File: src/rtl/phasecalc_pkg.sv
// Shared types and constants for the phase-calc I/Q accumulation path.
// Contents: FSM state enum, quadrant codes, per-phase I/Q coefficient tables,
// and a quadrant classification helper.
package phasecalc_pkg;

  typedef enum logic [1:0] {
    IDLE = 2'd0,
    ACC  = 2'd1,
    DONE = 2'd2
  } state_t;

  // Coefficient selector for one MAC slice: +1, 0 or -1.
  typedef enum logic [1:0] {
    COEF_ZERO = 2'd0,
    COEF_POS  = 2'd1,
    COEF_NEG  = 2'd2
  } coef_t;

  localparam logic [1:0] QUAD_IPOS_QPOS = 2'd0;
  localparam logic [1:0] QUAD_INEG_QPOS = 2'd1;
  localparam logic [1:0] QUAD_INEG_QNEG = 2'd2;
  localparam logic [1:0] QUAD_IPOS_QNEG = 2'd3;

  // Index is the 2-bit phase; element 0 is phase 0.
  localparam coef_t I_COEF [4] = '{COEF_POS, COEF_ZERO, COEF_NEG, COEF_ZERO};
  localparam coef_t Q_COEF [4] = '{COEF_ZERO, COEF_POS, COEF_ZERO, COEF_NEG};

  // Quadrant code from the sign bits of the I and Q sums.
  function automatic logic [1:0] quadrant_of(input logic i_neg, input logic q_neg);
    logic [1:0] code;
    if (!i_neg && !q_neg)     code = QUAD_IPOS_QPOS;
    else if (i_neg && !q_neg) code = QUAD_INEG_QPOS;
    else if (i_neg && q_neg)  code = QUAD_INEG_QNEG;
    else                      code = QUAD_IPOS_QNEG;
    return code;
  endfunction

endpackage

File: src/rtl/phase_iq_accumulator_iq_mac.sv
// iq_mac: one signed add-with-coefficient slice (acc + coef*sample, coef in
// {+1,0,-1}) with signed-overflow detect. Purely combinational.
// Build option: PHASE_IQ_SAT_EN defined -> result clamps to the signed ACC_W
// range on overflow; undefined -> two's-complement wrap. ovf_c flags overflow
// in both builds.
// Ports:
//   acc     in  ACC_W   current accumulator value
//   sample  in  DATA_W  signed input sample
//   coef    in  coef_t  coefficient selector
//   sum_c   out ACC_W   next accumulator value
//   ovf_c   out 1       signed overflow on this add
module iq_mac
  import phasecalc_pkg::*;
#(
  parameter int unsigned DATA_W = 12,
  parameter int unsigned ACC_W  = 16
) (
  input  logic signed [ACC_W-1:0]  acc,
  input  logic signed [DATA_W-1:0] sample,
  input  coef_t                    coef,
  output logic signed [ACC_W-1:0]  sum_c,
  output logic                     ovf_c
);

  localparam int unsigned SUM_W = ACC_W + 1;

  logic signed [ACC_W-1:0] ext;
  logic signed [ACC_W-1:0] addend;
  logic signed [SUM_W-1:0] wide;

  // Extend before negating so the most negative sample negates exactly.
  always_comb begin
    ext = {{(ACC_W - DATA_W){sample[DATA_W-1]}}, sample};
    unique case (coef)
      COEF_POS: addend = ext;
      COEF_NEG: addend = -ext;
      default:  addend = '0;
    endcase
    wide  = SUM_W'(acc) + SUM_W'(addend);
    // One guard bit: overflow when it disagrees with the result sign.
    ovf_c = wide[ACC_W] ^ wide[ACC_W-1];
`ifdef PHASE_IQ_SAT_EN
    if (ovf_c) begin
      sum_c = wide[ACC_W] ? {1'b1, {(ACC_W - 1){1'b0}}} : {1'b0, {(ACC_W - 1){1'b1}}};
    end else begin
      sum_c = wide[ACC_W-1:0];
    end
`else
    sum_c = wide[ACC_W-1:0];
`endif
  end

endmodule

File: src/rtl/phase_iq_accumulator.sv
// phase_iq_accumulator: consumer of the phase-calc sequencer start/enable
// handshake. Demodulates the signed sample stream with a 4-phase quadrature
// coefficient sequence over the enable window and presents I/Q sums plus a
// quadrant code on a valid/ready output.
// Build option: PHASE_IQ_SAT_EN (saturating accumulators, see iq_mac).
// Ports:
//   clock, reset          clock; synchronous active-high reset
//   start, enable         sequencer window strobe / sample qualifier
//   sample_in             signed sample, taken when enable=1
//   out_ready             downstream accepts result
//   out_valid             result presented
//   i_sum, q_sum          signed I/Q sums
//   quadrant              sign quadrant of (i_sum, q_sum)
//   sample_count          samples accumulated in the presented result
//   busy                  window accumulation in progress
//   ovf                   accumulator overflow in the presented window
//   overrun               sticky: unconsumed result discarded by a new start
module phase_iq_accumulator
  import phasecalc_pkg::*;
#(
  parameter int unsigned DATA_W      = 12,
  parameter int unsigned ACC_W       = 16,
  parameter int unsigned MAX_SAMPLES = 16
) (
  input  logic                                 clock,
  input  logic                                 reset,
  input  logic                                 start,
  input  logic                                 enable,
  input  logic signed [DATA_W-1:0]             sample_in,
  input  logic                                 out_ready,
  output logic                                 out_valid,
  output logic signed [ACC_W-1:0]              i_sum,
  output logic signed [ACC_W-1:0]              q_sum,
  output logic [1:0]                           quadrant,
  output logic [$clog2(MAX_SAMPLES + 1)-1:0]   sample_count,
  output logic                                 busy,
  output logic                                 ovf,
  output logic                                 overrun
);

  localparam int unsigned CNT_W = $clog2(MAX_SAMPLES + 1);

  state_t                  state, state_n;
  logic signed [ACC_W-1:0] acc_i, acc_i_n, acc_q, acc_q_n;
  logic [1:0]              phase, phase_n;
  logic [CNT_W-1:0]        n_cnt, n_cnt_n;
  logic                    win_ovf, win_ovf_n;

  logic                    out_valid_n, busy_n, ovf_n, overrun_n;
  logic signed [ACC_W-1:0] i_sum_n, q_sum_n;
  logic [1:0]              quadrant_n;
  logic [CNT_W-1:0]        sample_count_n;

  logic                    restart;
  logic [1:0]              coef_idx;
  logic signed [ACC_W-1:0] mac_acc_i, mac_acc_q, sum_i, sum_q;
  logic                    ovf_i, ovf_q;

  // A start starts a fresh window from any state: MACs see zero and phase 0.
  assign restart   = start & enable;
  assign coef_idx  = restart ? 2'd0 : phase;
  assign mac_acc_i = restart ? '0 : acc_i;
  assign mac_acc_q = restart ? '0 : acc_q;

  iq_mac #(.DATA_W(DATA_W), .ACC_W(ACC_W)) u_mac_i (
    .acc    (mac_acc_i),
    .sample (sample_in),
    .coef   (I_COEF[coef_idx]),
    .sum_c  (sum_i),
    .ovf_c  (ovf_i)
  );

  iq_mac #(.DATA_W(DATA_W), .ACC_W(ACC_W)) u_mac_q (
    .acc    (mac_acc_q),
    .sample (sample_in),
    .coef   (Q_COEF[coef_idx]),
    .sum_c  (sum_q),
    .ovf_c  (ovf_q)
  );

  // Next-state, counters and result register updates.
  always_comb begin
    state_n        = state;
    acc_i_n        = acc_i;
    acc_q_n        = acc_q;
    phase_n        = phase;
    n_cnt_n        = n_cnt;
    win_ovf_n      = win_ovf;
    i_sum_n        = i_sum;
    q_sum_n        = q_sum;
    quadrant_n     = quadrant;
    sample_count_n = sample_count;
    ovf_n          = ovf;
    overrun_n      = overrun;

    unique case (state)
      IDLE: ;
      ACC: begin
        if (!restart) begin
          if (enable) begin
            // Samples past MAX_SAMPLES are ignored; phase holds too.
            if (n_cnt < CNT_W'(MAX_SAMPLES)) begin
              acc_i_n   = sum_i;
              acc_q_n   = sum_q;
              phase_n   = phase + 2'd1;
              n_cnt_n   = n_cnt + CNT_W'(1);
              win_ovf_n = win_ovf | ovf_i | ovf_q;
            end
          end else begin
            i_sum_n        = acc_i;
            q_sum_n        = acc_q;
            quadrant_n     = quadrant_of(acc_i[ACC_W-1], acc_q[ACC_W-1]);
            sample_count_n = n_cnt;
            ovf_n          = win_ovf;
            state_n        = DONE;
          end
        end
      end
      DONE: begin
        // Start outranks out_ready; the pending result is dropped.
        if (restart) begin
          overrun_n = 1'b1;
        end else if (out_ready) begin
          state_n = IDLE;
        end
      end
      default: state_n = IDLE;
    endcase

    if (restart) begin
      state_n   = ACC;
      acc_i_n   = sum_i;
      acc_q_n   = sum_q;
      phase_n   = 2'd1;
      n_cnt_n   = CNT_W'(1);
      win_ovf_n = ovf_i | ovf_q;
    end

    out_valid_n = (state_n == DONE);
    busy_n      = (state_n == ACC);
  end

  // State and output registers.
  always_ff @(posedge clock) begin
    if (reset) begin
      state        <= IDLE;
      acc_i        <= '0;
      acc_q        <= '0;
      phase        <= '0;
      n_cnt        <= '0;
      win_ovf      <= 1'b0;
      out_valid    <= 1'b0;
      i_sum        <= '0;
      q_sum        <= '0;
      quadrant     <= '0;
      sample_count <= '0;
      busy         <= 1'b0;
      ovf          <= 1'b0;
      overrun      <= 1'b0;
    end else begin
      state        <= state_n;
      acc_i        <= acc_i_n;
      acc_q        <= acc_q_n;
      phase        <= phase_n;
      n_cnt        <= n_cnt_n;
      win_ovf      <= win_ovf_n;
      out_valid    <= out_valid_n;
      i_sum        <= i_sum_n;
      q_sum        <= q_sum_n;
      quadrant     <= quadrant_n;
      sample_count <= sample_count_n;
      busy         <= busy_n;
      ovf          <= ovf_n;
      overrun      <= overrun_n;
    end
  end

endmodule

File: config.mk
export PLATFORM = sky130hd
export DESIGN_NAME = phase_iq_accumulator
export DESIGN_NICKNAME = d
export VERILOG_FILES = /design/src/rtl/phasecalc_pkg.sv /design/src/rtl/phase_iq_accumulator_iq_mac.sv /design/src/rtl/phase_iq_accumulator.sv
export SDC_FILE = /design/constraint.sdc
export NUM_CORES = 1
export LEC_CHECK = 0
export BUFFER_PORTS_ARGS = -buffer_cell sky130_fd_sc_hd__buf_2
export CORE_MARGIN = 2
export CORE_UTILIZATION = 40
export DETAILED_ROUTE_END_ITERATION = 10
export PLACE_DENSITY = 0.61
export SYNTH_ARGS = -nofsm -noshare
export SYNTH_HDL_FRONTEND = slang
export SYNTH_SLANG_ARGS = --single-unit
File: constraint.sdc
create_clock -name clock -period 6.85 [get_ports clock]
set_input_delay 0 -clock clock [delete_from_list [all_inputs] [get_ports clock]]
set_output_delay 0 -clock clock [all_outputs]
set_load 0.05 [all_outputs]
==> metrics, run 1 <==
nets=792; # setup viols final=0; met1 global-route usage=24.1%; routed length per instance=13.8 um; Design Power=1.19 mW; final RePlAce weighted congestion=0.955; family with the most delay on the worst path=compound AO/OA/AOI/OAI gates; CTS H-Tree Depth=3; grt met3 use=3.44%; Layout fillers=1309; top-count cell post-synth=nand2_1; met2 GRT Util=29.6%; hold crit path type=primary input to flop; Multi-input gate area=3320 um2; setup TNS=0 ps; WL final=12600 um; global route overflow=0; Critical Path Sink Type=flop; fin crit share=53.6%; Die Area=13900 um2; EDFF count, synth=0; layout cells sized above 1=12.0%; CP max stage delay=690 ps; DR pass1 iterations=4; later-pin clock latency in the skew report=350 ps; synth cell count leaders=nand2_1 (149), a21oi_1 (102), dfxtp_1 (85); cell area after synthesis=5210 um2; core area=12700 um2; max-slew violations=0; worst slew pin tran=938 ps; cells after synthesis=699; Slew HR=37.3%; Final Skew=7.02 ps; hold slack=38.1 ps; total track usage=18.3%; Syn Nets=754; syn_area_per_cell=7.45 um2; upper clock frequency limit=273 MHz; antenna violations before repair=1; Area contributors post-synth=dfxtp_1 (33%), nand2_1 (11%), a21oi_1 (9.8%); Starting Density=41.1%; number of DRC markers in iteration 0=234; final worst path period need=3670 ps; final core utilization=46.7%; clock buffer depth=2; crit path max fanout=19; CTS clk-pin slew, worst paths=60 ps; TritonCTS buffer count=9; Arrival @ worst endpoint=3910 ps; RSZ-0062 raised after global routing=no; async set-reset flop share out of synthesis=0%; Yosys top cell by area=dfxtp_1; register area=1700 um2; CTS Root Cell=clkbuf_16; GRT busiest layer=met2; final hold violations=0; WS Path Type=flop to flop; # IOs=60; die width=118 um; Top FF cell, synth=dfxtp_1; post-route cell area=5910 um2; crit path launch type=flop; first-pass GRT wire length=21100 um; Yosys warning count=0; # rows=41; DP HPWL=8960 um; DR vias/cell=5.23; worst vdd ir=90.1 uV; CTS tree=done; pin count of the biggest net entering global routing=91; outcome=finished clean; maxcap violations=0; post-synth top area share=32.7%; worst path required time=7090 ps; clock sinks=85; worst path buffer plus inverter count=1; crit-path cells=nand2_1 > or2_2 > inv_1 > ha_1 > a211oi_1 > o211a_1 > nor2_1 > a311oi_1 > nor3_1 > a211o_1 > o31a_1; Routed Antenna Nets=0; Cell variety after synth=55; slowest stage cell, crit path=dfxtp_1; post-synthesis register bit count=85; Port Buf Inserts=59; P per Cell Area=201 nW/um2; Seq/Total Area, Yosys=32.7%; area delta synth->final=13.6%; DIE HEIGHT=118 um; vias in the first global route=4486; Remaining DRCs=0; LEAKAGE=2.45 nW; Via Count=4783; Placed Area=5620 um2
[cell usage in the layout, fill, tap and decap left out, types with 2 or more instances in the layout]
cell | Yosys | routed
a211o_1 | 2 | 2
fa_1 | 2 | 2
nor3_1 | 22 | 21
or3_1 | 7 | 7
nor4_1 | 2 | 2
inv_1 | 10 | 10
a31oi_1 | 4 | 4
o31ai_1 | 4 | 4
nor2b_1 | 3 | 3
o21a_1 | 4 | 4
a21o_1 | 13 | 13
xor2_1 | 21 | 21
o21ai_0 | 26 | 26
clkinv_2 | 0 | 4
o31a_1 | 4 | 4
a211oi_1 | 9 | 9
o21bai_1 | 3 | 3
buf_2 | 4 | 59
xnor2_1 | 15 | 15
or4_1 | 3 | 3
nor2_1 | 53 | 52
o211ai_1 | 4 | 4
nand3_1 | 7 | 7
nand2_1 | 149 | 149
and2_1 | 33 | 33
nand3b_1 | 6 | 6
dfxtp_1 | 85 | 85
nor3b_1 | 3 | 3
clkbuf_16 | 0 | 9
or2_2 | 2 | 2
dlygate4sd3_1 | 0 | 2
ha_1 | 36 | 36
nand2b_1 | 3 | 3
a21oi_1 | 102 | 102
buf_4 | 0 | 6
[final cells by class]
type	instances	area share, %
multi-input combinational	564	56.2
sequential	85	28.8
timing repair buffer	67	6.09
clock buffer	10	4.04
tap	172	3.64
inverter	10	0.635
clock inverter	6	0.614
antenna	1	0.0423
[stage by stage]
| step | cells | worst slack, ps |
|---|---|---|
| after floorplan | 699 | 3540 |
| after global placement | 896 | 3130 |
| after detailed placement | 896 | 3050 |
| after CTS | 914 | 3170 |
| after global routing | 914 | 2920 |
| final | 915 | 3180 |
[registers in the layout (all words and copies together) (netlist names)]
register	cells
phase	2
q_sum	16
state	2
acc_i	16
busy	1
quadrant	2
win_ovf	1
ovf	1
i_sum	16
acc_q	16
n_cnt	5
overrun	1
sample_count	5
out_valid	1
[kinds of logic after synthesis]
family | Yosys count | share of synthesized area (%)
buffers and inverters | 50 | 3.70
AND/OR/NAND/NOR | 299 | 26.1
multiplexers | 1 | 0.192
XOR/XNOR | 36 | 6.05
flip-flops | 85 | 32.7
AO/OA/AOI/OAI | 190 | 21.8
adder cells (fa/ha/maj) | 38 | 9.42
[worst min-delay path, delay by kind of cell]
family	cells	cell delay (ps)
and+or+nand+nor	3	130
AOI/OAI and AO/OA	1	140
buffers and inverters	1	80
[report_power, final]
group | total [mW] | internal [mW] | leakage [nW] | switching [mW]
Combinational | 0.203 | 0.0755 | 1.62 | 0.128
Clock | 0.460 | 0.254 | 0.138 | 0.206
Sequential | 0.524 | 0.510 | 0.689 | 0.0140
Total | 1.19 | 0.840 | 2.45 | 0.348
[path summary, 6_finish.rpt]
path | from | end | slack (ps) | cells past startpoint
max | phase[0] | win_ovf | 3180 | 11
min | out_ready | out_valid | 40 | 5
max reg2reg | phase[0] | win_ovf | 3180 | 11
min reg2reg | q_sum[1] | q_sum[1] | 450 | 2
[metal layers]
metal	share of wire, %	routed length, um
met5	0	0
met4	1.7	209
met3	3.5	447
met2	46	5800
met1	49	6180
[timing repair]
item / in CTS / in global routing
gates resized for setup: 0 / 0
hold endpoints to repair: 4 / 0
buffers inserted: 0 / 0
hold buffers: 2 / 0
Power figures use the tool's default switching activity.
==> run 2, diff against run 1 <==
--- a/config.mk
+++ b/config.mk
@@ -5,11 +5,12 @@
 export SDC_FILE = /design/constraint.sdc
 export NUM_CORES = 1
 export LEC_CHECK = 0
+export ABC_AREA = 1
 export BUFFER_PORTS_ARGS = -buffer_cell sky130_fd_sc_hd__buf_2
 export CORE_MARGIN = 2
 export CORE_UTILIZATION = 40
 export DETAILED_ROUTE_END_ITERATION = 10
-export PLACE_DENSITY = 0.61
+export PLACE_DENSITY = 0.63
 export SYNTH_ARGS = -nofsm -noshare
 export SYNTH_HDL_FRONTEND = slang
 export SYNTH_SLANG_ARGS = --single-unit
==> constraint.sdc (replaced) <==
create_clock -name clock -period 3.17 [get_ports clock]
set_input_delay 0 -clock clock [delete_from_list [all_inputs] [get_ports clock]]
set_output_delay 0 -clock clock [all_outputs]
set_load 0.05 [all_outputs]
==> metrics, run 2 <==
P per Cell Area=447 nW/um2; Design Power=2.83 mW; Placed Area=6010 um2; max-slew violations=0; async set-reset flop share out of synthesis=0%; final worst path period need=2710 ps; Syn Nets=918; Cell variety after synth=43; later-pin clock latency in the skew report=350 ps; CTS clk-pin slew, worst paths=60 ps; # rows=43; DR vias/cell=4.95; final core utilization=45.9%; most frequent cells in the layout=nand2_1 (195), inv_1 (127), nor2_1 (92), a21oi_1 (89), dfxtp_1 (85); Remaining DRCs=0; crit path launch type=primary input; layout cells sized above 1=12.2%; top-count cell post-synth=nand2_1; Critical Path Sink Type=flop; CTS Root Cell=clkbuf_16; Clock Power Share=38.3%; Final Skew=7.48 ps; DIE HEIGHT=122 um; DR pass1 iterations=5; worst slew pin tran=665 ps; Seq/Total Area, Yosys=30.5%; Post-Place Cells=1079; HP Start=enable; routed length per instance=13.8 um; die width=122 um; TritonCTS buffer count=9; core area=13800 um2; number of DRC markers in iteration 0=272; ant diodes=0; area delta synth->final=13.2%; post-synthesis register bit count=85; Port Buf Inserts=59; Routed Antenna Nets=0; pin count of the biggest net entering global routing=47; hold crit path type=primary input to flop; crit path max fanout=31; WL final=15200 um; post-route cell area=6320 um2; Slew HR=55.6%; worst path required time=3460 ps; cell area after synthesis=5590 um2; clock buffer depth=2; total track usage=21.5%; Die Area=14900 um2; P_int=1.92 mW; global route overflow=0; setup TNS=0 ps; Via Count=5425; Starting Density=40.6%; upper clock frequency limit=369 MHz; CTS H-Tree Depth=3; LEAKAGE=3.25 nW; post-synth top area share=30.5%; synth cell count leaders=nand2_1 (196), inv_1 (127), nor2_1 (93); RSZ-0062 raised after global routing=no; CTS tree=done; Yosys top cell by area=dfxtp_1; # IOs=60; Layout fillers=1491; Arrival @ worst endpoint=3000 ps; Area contributors post-synth=dfxtp_1 (30%), nand2_1 (13%), inv_1 (8.5%); EDFF count, synth=0; Top FF cell, synth=dfxtp_1; first-pass GRT wire length=24600 um; maxcap violations=0; Sw Share=32.2%; syn_area_per_cell=6.47 um2; combinational share of power=21.1%; vias in the first global route=5024; Crit. Startpoint=start; worst r2r src=phase[1]; DP HPWL=11500 um; Finished Layout Cells=1097; cells after synthesis=863; nets=967; Seq pwr share=40.6%; final RePlAce weighted congestion=0.896; outcome=finished clean; Yosys warning count=0; WS Path Type=primary input to flop; fin crit share=85.4%; clock sinks=85; setup bufs post-CTS=0; final hold violations=0; # setup viols final=0; antenna violations before repair=0; most common cell after layout, fill and taps aside=nand2_1; worst vdd ir=282 uV; switching pwr=0.909 mW
[run 2: path summary, 6_finish.rpt]
check	slack (ps)	cells after the start	end
worst max-delay path	460	15	acc_q[7]
worst min-delay path	30	3	state[0]
worst max register to register	520	14	acc_i[15]
worst min register to register	460	2	acc_i[12]
[run 2: power groups by stage]
stage / registers (mW) / logic [mW] / clock network, mW
3_3_place_gp: 1.17 / 0.594 / 0
3_5_place_dp: 1.17 / 0.592 / 0
6_report: 1.15 / 0.596 / 1.08
2_1_floorplan: 1.25 / 0.367 / 0
5_1_grt: 1.15 / 0.672 / 1.16
4_1_cts: 1.15 / 0.596 / 1.12
[run 2: stage by stage]
stage,worst slack (ps),hold slack [ps]
after CTS,405,23.5
after detailed placement,351,304
after floorplan,903,189
after global placement,359,297
final,463,30.0
after global routing,132,62.0
[run 2: cell families (layout without fill, tap and decap cells)]
family	Yosys count	in the layout	synth area share, %
AND/OR/NAND/NOR	365	365	28.3
adder cells (fa/ha/maj)	38	38	8.78
flip-flops	85	85	30.5
XOR/XNOR	9	9	1.41
buffers and inverters	163	217	11.7
AO/OA/AOI/OAI	203	203	19.3
[run 2: final cells by class]
cell class	instances	area, um2	area share (%)
Clock buffer	9	225	3.56
Clock inverter	7	71.3	1.13
Inverter	135	509	8.05
Multi-Input combinational cell	615	3240	51.2
Sequential cell	85	1700	26.9
Tap cell	180	225	3.56
Timing Repair Buffer	66	353	5.58
[run 2: critical path, cell delays in order]
cell and delay, ps:
dlygate4sd3_1 520, buf_2 100, nand2_2 80, inv_2 210, buf_4 430, nor2_1 150, ha_1 340, nor2_1 40
a21oi_1 300, nand2_1 90, nand2_1 160, o21ai_0 90, a21oi_1 260, o21ai_0 120, inv_1 80
[run 2: layer usage]
metal,GRT usage (%),vias to the layer above,part of all wire (%)
met5,0,-,0
li1,-,2870,-
met1,25.4,2416,44
met4,6.47,0,1.9
met2,38.7,118,50
met3,4.82,21,4.3
[run 2: repair_timing]
item	in CTS	in global routing
hold buffers	2	0
setup endpoints to repair	0	1
hold endpoints to repair	4	0
resized for setup	0	1
==> run 3, diff against run 2 <==
--- a/config.mk
+++ b/config.mk
@@ -7,10 +7,11 @@
 export LEC_CHECK = 0
 export ABC_AREA = 1
 export BUFFER_PORTS_ARGS = -buffer_cell sky130_fd_sc_hd__buf_2
-export CORE_MARGIN = 2
 export CORE_UTILIZATION = 40
+export CTS_BUF_LIST = sky130_fd_sc_hd__clkbuf_8
 export DETAILED_ROUTE_END_ITERATION = 10
 export PLACE_DENSITY = 0.63
 export SYNTH_ARGS = -nofsm -noshare
 export SYNTH_HDL_FRONTEND = slang
+export SYNTH_HIERARCHICAL = 1
 export SYNTH_SLANG_ARGS = --single-unit
==> metrics, run 3 <==
cell area after synthesis=6320 um2; Seq/Total Area, Yosys=26.9%; EDFF count, synth=0; Die Area=16300 um2; worst slack, placed=-36.5 ps; Clock Power Share=27.5%; synth cell count leaders=nand2_1 (228), nor2_1 (147), inv_1 (115); maxcap violations=0; max-slew violations=0; outcome=finished clean; Port Buf Inserts=59; cells after synthesis=978; nets=1157; Finished Layout Cells=1313; die width=128 um; switching pwr=0.997 mW; worst slew pin tran=655 ps; post-synthesis register bit count=85; area delta synth->final=22.4%; Seq pwr share=40.8%; Worst Setup Slack, final=135 ps; Yosys top cell by area=dfxtp_1; syn_area_per_cell=6.46 um2; final RePlAce weighted congestion=0.870; WS Path Type=flop to flop; P_int=1.83 mW; final hold violations=0; clock buffer depth=2; global route overflow=0; vias in the first global route=5509; Yosys warning count=6; DP HPWL=12500 um; CTS Root Cell=clkbuf_8; Via Count=6329; antenna violations before repair=0; fin crit share=95.7%; Syn Nets=1038; Routed Antenna Nets=0; DIE HEIGHT=128 um; final worst path period need=3040 ps; routed length per instance=13.0 um; Top FF cell, synth=dfxtp_1; Post-Place Cells=1286; Area contributors post-synth=dfxtp_1 (27%), nand2_1 (14%), nor2_1 (8.7%); Remaining DRCs=0; worst vdd ir=201 uV; upper clock frequency limit=329 MHz; top-count cell post-synth=nand2_1; hold crit path type=primary input to flop; crit path launch type=flop; # IOs=60; Arrival @ worst endpoint=3300 ps; post-synth top area share=26.9%; CTS clk-pin slew, worst paths=90 ps; WL final=17100 um; Starting Density=41.3%; post-route cell area=7740 um2; Design Power=2.82 mW; DR vias/cell=4.82; total track usage=21.3%; Cell variety after synth=34; crit path max fanout=10; clock sinks=85; first-pass GRT wire length=27500 um; Sw Share=35.3%; combinational share of power=31.7%; most common cell after layout, fill and taps aside=nand2_1; async set-reset flop share out of synthesis=0%; LEAKAGE=4.06 nW; CTS tree=done; layout cells sized above 1=23.9%; DR pass1 iterations=5; Slew HR=56.3%; # rows=45; P per Cell Area=365 nW/um2; later-pin clock latency in the skew report=390 ps; core area=15300 um2; Critical Path Sink Type=flop; TritonCTS buffer count=9; # setup viols final=0; CTS H-Tree Depth=3; worst path required time=3440 ps; most frequent cells in the layout=nand2_1 (227), nor2_1 (144), inv_1 (113), a21oi_1 (84), dfxtp_1 (83); pin count of the biggest net entering global routing=47; Placed Area=7230 um2; number of DRC markers in iteration 0=376; Final Skew=17.3 ps; setup TNS=0 ps; ant diodes=0
## run 3: path summary, 6_finish.rpt
check | from | end | slack [ps] | cells after the start
worst max-delay path | phase[1] | win_ovf | 130 | 20
worst min-delay path | enable | state[0] | 50 | 4
worst max register to register | phase[1] | win_ovf | 130 | 20
worst min register to register | overrun | overrun | 470 | 2
## run 3: power groups by stage
stage	registers, mW	clock network (mW)	logic (mW)
floorplan	1.25	0	0.507
global placement	1.18	0	0.841
detailed placement	1.18	0	0.844
CTS	1.15	0.798	0.853
global route	1.16	0.840	1.00
finish	1.15	0.776	0.896
## run 3: logic make-up after synthesis
| kind of cell | count (synthesis) | share of synthesized area (%) |
|---|---|---|
| DFF | 85 | 26.9 |
| and+or+nand+nor | 501 | 36.0 |
| xor gates and xnor gates | 24 | 3.32 |
| buffers and inverters | 162 | 11.1 |
| adders and majority gates | 43 | 8.75 |
| AOI/OAI and AO/OA | 163 | 14.0 |
## run 3: through the flow
stage / util, % / hold slack, ps
floorplan: - / 170
global placement: 47.2 / 291
detailed placement: 47.2 / 286
CTS: 48.8 / 44.5
global route: 50.5 / 91.0
finish: 50.5 / 54.4
## run 3: worst max-delay path, stage by stage (launching register included)
cell and delay [ps]:
dfxtp_4 400, inv_2 60, buf_4 140, nor2_4 110, ha_4 160, buf_6 130, a21oi_1 70, a311oi_1 350
ha_1 310, or2_1 250, nand3_1 120, nand2_2 70, nand2_2 80, nand2_1 60, nand2_1 60, nand2_1 40
nand2_1 50, nand2_1 70, or2_2 270, nand2_1 60, a21oi_1 50
## run 3: layout make-up
class                      count  area [um2]
clock inverter                 4        30.0
tap                          211         264
sequential                    85        1710
clock buffer                  12         165
timing repair buffer         144         967
fill                        1601        7570
inverter                     126         473
multi-input combinational    731        4130
## run 3: repair_timing
item,4_1_cts,5_1_grt
pin swaps,1,18
setup endpoints to repair,1,12
cloned,0,0
hold endpoints to repair,8,0
hold buffers,4,0
setup buffers,0,7
resized for setup,3,46
## run 3: routing by layer
layer  GRT usage [%]  up-vias  share of wire (%)
met5               0        -                  0
met1            31.3     2847                 52
li1                -     3351                  -
met3            2.42       19                3.0
met2            31.9      112                 43
met4            7.68        0                1.9
